$ cat src/rtl/uart_pkg.sv
// Shared definitions for the UART transmit path: state encodings, frame constants, baud divisor.
// Optional even-parity framing is selected with UART_TX_PARITY_EN.
package uart_pkg;

    typedef enum logic [2:0] {
        IDLE   = 3'd0,
        START  = 3'd1,
        DATA   = 3'd2,
        PARITY = 3'd3,
        STOP   = 3'd4
    } uart_state_e;

    localparam int unsigned DATA_BITS = 8;
`ifdef UART_TX_PARITY_EN
    localparam int unsigned FRAME_BITS = 11;
`else
    localparam int unsigned FRAME_BITS = 10;
`endif

    function automatic int unsigned calc_baud_div(input int unsigned clk_freq,
                                                  input int unsigned baud_rate);
        return clk_freq / baud_rate;
    endfunction

endpackage

$ cat src/rtl/uart_baud_tick.sv
// Bit-period counter: counts 0..DIV-1 while enabled and pulses tick on the wrap cycle.
// Held at zero while disabled so each frame starts on a full bit period.
module uart_baud_tick #(
    parameter int unsigned DIV = 434
) (
    input  logic clk,
    input  logic rst_n,
    input  logic en,
    output logic tick
);

    localparam int unsigned CNT_W = (DIV > 1) ? $clog2(DIV) : 1;
    localparam logic [CNT_W-1:0] LAST = CNT_W'(DIV - 1);

    logic [CNT_W-1:0] cnt_q;
    logic [CNT_W-1:0] cnt_d;

    always_comb begin
        cnt_d = cnt_q;
        if (!en || cnt_q == LAST) begin
            cnt_d = '0;
        end else begin
            cnt_d = cnt_q + CNT_W'(1);
        end
    end

    assign tick = en && (cnt_q == LAST);

    always_ff @(posedge clk or negedge rst_n) begin
        if (!rst_n) begin
            cnt_q <= '0;
        end else begin
            cnt_q <= cnt_d;
        end
    end

endmodule

$ cat src/rtl/uart_tx_byte.sv
// Byte-to-UART transmitter: accepts a byte on require and sends it 8N1 on txd, LSB first.
// Defining UART_TX_PARITY_EN inserts an even-parity bit (8E1).
module uart_tx_byte
    import uart_pkg::*;
#(
    parameter int unsigned CLK_FREQ  = 50_000_000,
    parameter int unsigned BAUD_RATE = 115200
) (
    input  logic       clk,
    input  logic       rst_n,
    input  logic [7:0] data,
    input  logic       valid,
    output logic       require,
    output logic       txd,
    output logic       busy
);

    localparam int unsigned BAUD_DIV = calc_baud_div(CLK_FREQ, BAUD_RATE);

    generate
        if (BAUD_DIV < 2) begin : g_bad_div
            $error("uart_tx_byte: BAUD_DIV = CLK_FREQ/BAUD_RATE must be at least 2");
        end
    endgenerate

    uart_state_e state_q, state_d;
    logic [7:0]  shift_q, shift_d;
    logic [2:0]  bit_idx_q, bit_idx_d;
    logic        txd_q, txd_d;
    logic        busy_q, busy_d;
    logic        tick;
`ifdef UART_TX_PARITY_EN
    logic        par_q, par_d;
`endif

    uart_baud_tick #(
        .DIV (BAUD_DIV)
    ) u_baud (
        .clk   (clk),
        .rst_n (rst_n),
        .en    (state_q != IDLE),
        .tick  (tick)
    );

    // Gated by rst_n so no byte is consumed while the block is held in reset.
    assign require = rst_n && (state_q == IDLE) && valid;

    // txd is registered from the next state so the start bit appears right after acceptance.
    always_comb begin
        state_d   = state_q;
        shift_d   = shift_q;
        bit_idx_d = bit_idx_q;
        txd_d     = txd_q;
`ifdef UART_TX_PARITY_EN
        par_d     = par_q;
`endif
        case (state_q)
            IDLE: begin
                txd_d = 1'b1;
                if (valid) begin
                    state_d   = START;
                    shift_d   = data;
                    bit_idx_d = '0;
                    txd_d     = 1'b0;
`ifdef UART_TX_PARITY_EN
                    par_d     = ^data;
`endif
                end
            end
            START: begin
                if (tick) begin
                    state_d = DATA;
                    txd_d   = shift_q[0];
                end
            end
            DATA: begin
                if (tick) begin
                    if (bit_idx_q == 3'd7) begin
`ifdef UART_TX_PARITY_EN
                        state_d = PARITY;
                        txd_d   = par_q;
`else
                        state_d = STOP;
                        txd_d   = 1'b1;
`endif
                    end else begin
                        bit_idx_d = bit_idx_q + 3'd1;
                        shift_d   = shift_q >> 1;
                        txd_d     = shift_q[1];
                    end
                end
            end
`ifdef UART_TX_PARITY_EN
            PARITY: begin
                if (tick) begin
                    state_d = STOP;
                    txd_d   = 1'b1;
                end
            end
`endif
            STOP: begin
                if (tick) begin
                    state_d = IDLE;
                    txd_d   = 1'b1;
                end
            end
            default: begin
                state_d = IDLE;
                txd_d   = 1'b1;
            end
        endcase
        busy_d = (state_d != IDLE);
    end

    always_ff @(posedge clk or negedge rst_n) begin
        if (!rst_n) begin
            state_q   <= IDLE;
            shift_q   <= '0;
            bit_idx_q <= '0;
            txd_q     <= 1'b1;
            busy_q    <= 1'b0;
`ifdef UART_TX_PARITY_EN
            par_q     <= 1'b0;
`endif
        end else begin
            state_q   <= state_d;
            shift_q   <= shift_d;
            bit_idx_q <= bit_idx_d;
            txd_q     <= txd_d;
            busy_q    <= busy_d;
`ifdef UART_TX_PARITY_EN
            par_q     <= par_d;
`endif
        end
    end

    assign txd  = txd_q;
    assign busy = busy_q;

endmodule

$ cat config.mk
export PLATFORM = sky130hd
export DESIGN_NAME = uart_tx_byte
export DESIGN_NICKNAME = d
export VERILOG_FILES = /design/src/rtl/uart_pkg.sv /design/src/rtl/uart_baud_tick.sv /design/src/rtl/uart_tx_byte.sv
export SDC_FILE = /design/constraint.sdc
export NUM_CORES = 1
export LEC_CHECK = 0
export CORE_UTILIZATION = 45
export CTS_BUF_LIST = sky130_fd_sc_hd__clkbuf_4 sky130_fd_sc_hd__clkbuf_8
export DETAILED_ROUTE_END_ITERATION = 8
export PLACE_DENSITY = 0.67
export SLEW_MARGIN = 10
export SYNTH_ARGS = -nofsm -noshare
export SYNTH_HDL_FRONTEND = slang
export SYNTH_SLANG_ARGS = --single-unit
export TNS_END_PERCENT = 5
$ cat constraint.sdc
create_clock -name clk -period 2.3 [get_ports clk]
set_clock_uncertainty 0.1 [all_clocks]
set_input_delay 0.46 -clock clk [delete_from_list [all_inputs] [get_ports clk]]
set_output_delay 0.46 -clock clk [all_outputs]
set_load 0.1 [all_outputs]
==> impl_metrics.env <==
export IMPL_outcome="complete, no violations"
export IMPL_synth_fa_ha_area_share_pct=3.74
export IMPL_synth_edff_count=0
export IMPL_reg2regPathDepth=4
export IMPL_antenna_found_initial=0
export IMPL_viasPerCell=5.47
export IMPL_grt_first_pass_wirelength_um=3950
export IMPL_areaGrowthSynthToFinish_pct=13.0
export IMPL_n_fill_cell=257
export IMPL_hold_slack_ps=410
export IMPL_place_hpwl_um=1670
export IMPL_clkTransAtPathRegs_ps=130
export IMPL_synth_area_top_cells="dfrtp_1, mux2_2, mux2_4"
export IMPL_routedWlPerCell_um=14.4
export IMPL_grt_start_max_net_pins=26
export IMPL_synth_top_family_by_area="simple AND/OR/NAND/NOR gates"
export IMPL_drcViolationCount=0
export IMPL_die_h_um=56.5
export IMPL_cts_resized=1
export IMPL_slew_headroom_pct=57.5
export IMPL_post_route_util_pct=54.3
export IMPL_finalPower_w=0.00105
export IMPL_pin_count=14
export IMPL_p_leak_nw=0.693
export IMPL_hold_end="u_baud.cnt_q[0]"
export IMPL_vias=864
export IMPL_layout_nets=143
export IMPL_required_ps=1740
export IMPL_cts_root_buffer="clkbuf_4"
export IMPL_drive_gt1_share_pct=26.8
export IMPL_clk_latency_ps=310
export IMPL_grt_overflow_total=0
export IMPL_syn_area_um2=1340
export IMPL_crit_path_end_kind="output port"
export IMPL_hold_buffers=0
export IMPL_portBuffers=13
export IMPL_die_area_um2=3190
export IMPL_r2r_start="bit_idx_q[0]"
export IMPL_final_cell_area_um2=1510
export IMPL_grt_pass1_vias=879
export IMPL_first_iter_violations=31
export IMPL_synth_xor_area_share_pct=5.24
export IMPL_worstPathMaxFanout=9
export IMPL_crit_path_start="state_q[1]"
export IMPL_fin_setup_tns_ps=0
export IMPL_ir_drop_mv=0.561
export IMPL_globalplace_congestion=0.828
export IMPL_synth_top_area_share_pct=44.9
export IMPL_hp_start="u_baud.cnt_q[0]"
export IMPL_final_max_slew_viol_count=0
export IMPL_hold_depth=1
export IMPL_setup_viol=0
export IMPL_numCtsBuffers=3
export IMPL_cp_arrival_ps=1610
export IMPL_postRouteAntennaNets=0
export IMPL_cap_violations=0
export IMPL_hold_path_class="flop to flop"
export IMPL_cts_buffer_depth=2
export IMPL_avgSynthCellArea_um2=11.8
export IMPL_clock_fmax_mhz=460
export IMPL_worst_setup_path_start_kind="flop"
export IMPL_rsz0062_at_grt="no"
export IMPL_crit_type="flop to output port"
export IMPL_core_area_um2=2780
export IMPL_r2r_setup_slack_ps=170
export IMPL_synth_fp_nets=128
export IMPL_hold_viol_final=0
export IMPL_muxShareOfSynthArea_pct=14.6
export IMPL_yosysWarnings=0
export IMPL_synth_seq_cells=25
export IMPL_wl_um=2280
export IMPL_rows=19
export IMPL_placed_area_um2=1480
export IMPL_syn_inst=113
export IMPL_grt_usage_pct=15.9
export IMPL_fin_crit_ps=2170
export IMPL_yosys_area_top_type="dfrtp_1"
export IMPL_power_per_cell_area_nw_per_um2=696
export IMPL_num_antenna_cells=0
export IMPL_synth_simple_gate_area_share_pct=16.1
export IMPL_htreeDepth=1
export IMPL_dr_pass1_iters=4
export IMPL_async_reset_ff_share_pct=100
export IMPL_finalCritPeriodShare_pct=94.5
export IMPL_synthFlopType="dfrtp_1"
export IMPL_synth_compound_area_share_pct=8.51
export IMPL_cts_tree="yes"
export IMPL_worstReg2RegEnd="shift_q[6]"
export IMPL_ys_seq_area_share_pct=46.9
export IMPL_die_x_um=56.5
export IMPL_ys_types=35
export IMPL_initial_utilization_pct=48.1
export IMPL_clock_sinks=25
export IMPL_worst_pin_slew_ps=638
export IMPL_postCtsSetupBuffers=0
critical path: stages (launching register included):
cell     delay [ps]
dfrtp_1         520
nor3_2          320
and3_1          270
buf_12          190
power breakdown:
group / internal, W / switching, W / total, W
Clock: 0.0000650 / 0.000128 / 0.000193
Sequential: 0.000521 / 0.0000935 / 0.000615
Combinational: 0.000125 / 0.000118 / 0.000244
Total: 0.000712 / 0.000340 / 0.00105
cell usage after synthesis (all sizes together) (2+ instances only):
cell type / number
a21oi: 4
ha: 4
xor2: 3
nand2: 6
mux2i: 3
mux2: 13
clkbuf: 3
o21ai: 3
a22o: 2
nor2: 12
dfrtp: 24
nand3: 3
and3: 2
xnor2: 5
nor3: 4
inv: 3
nor2b: 3
buf: 3
sequential cells by signal (all words and copies together), names as in the netlist:
| name | flops |
|---|---|
| u_baud.cnt_q | 9 |
| bit_idx_q | 3 |
| shift_q | 8 |
| txd | 1 |
| busy | 1 |
| state_q | 3 |
layout make-up:
class                           instances  area, µm²  area share [%]
Clock buffer                            3       22.5            1.49
Clock inverter                          1       5.00           0.331
Inverter                                3       11.3           0.745
Multi-Input combinational cell         79        649            43.0
Sequential cell                        25        627            41.5
Tap cell                               31       38.8            2.57
Timing Repair Buffer                   16        158            10.4
through the flow:
step           cells  setup slack (ps)
2_1_floorplan    113              99.9
4_1_cts          158               127
3_3_place_gp     154               177
6_report         158               126
3_5_place_dp     154               157
5_1_grt          158              58.4
cell usage in the layout (no fill, tap or decap), types with 2 or more instances in the layout:
cell type,n
nand3_1,3
mux2_4,5
clkdlybuf4s50_1,10
nand2_1,6
nor3_1,2
nor2b_1,3
mux2_2,8
buf_4,5
inv_1,3
a21oi_1,4
xor2_1,3
mux2i_1,3
o21ai_0,3
xnor2_1,5
a22o_2,2
dfrtp_1,24
clkbuf_4,3
nor2_1,12
ha_1,4
cell families after synthesis:
| logic type | Yosys count |
|---|---|
| simple gates | 36 |
| flops | 25 |
| mux | 16 |
| compound gates | 15 |
| buf+inv | 9 |
| xor+xnor | 8 |
| fa+ha+maj | 4 |
worst max path at each step:
stage,to,cells after the start
final,require,3
after global routing,require,3
after CTS,require,3
after detailed placement,shift_q[1],4
after global placement,shift_q[1],4
after floorplan,require,3
per-layer routing:
| metal | up-vias | GRT usage (%) | part of all wire, % |
|---|---|---|---|
| met4 | 0 | 5.23 | 0.74 |
| met2 | 11 | 25.9 | 47 |
| met3 | 2 | 2.07 | 2.4 |
| li1 | 422 | - | - |
| met1 | 429 | 21.8 | 50 |
| met5 | - | 0 | 0 |
Power figures use the tool's default switching activity.
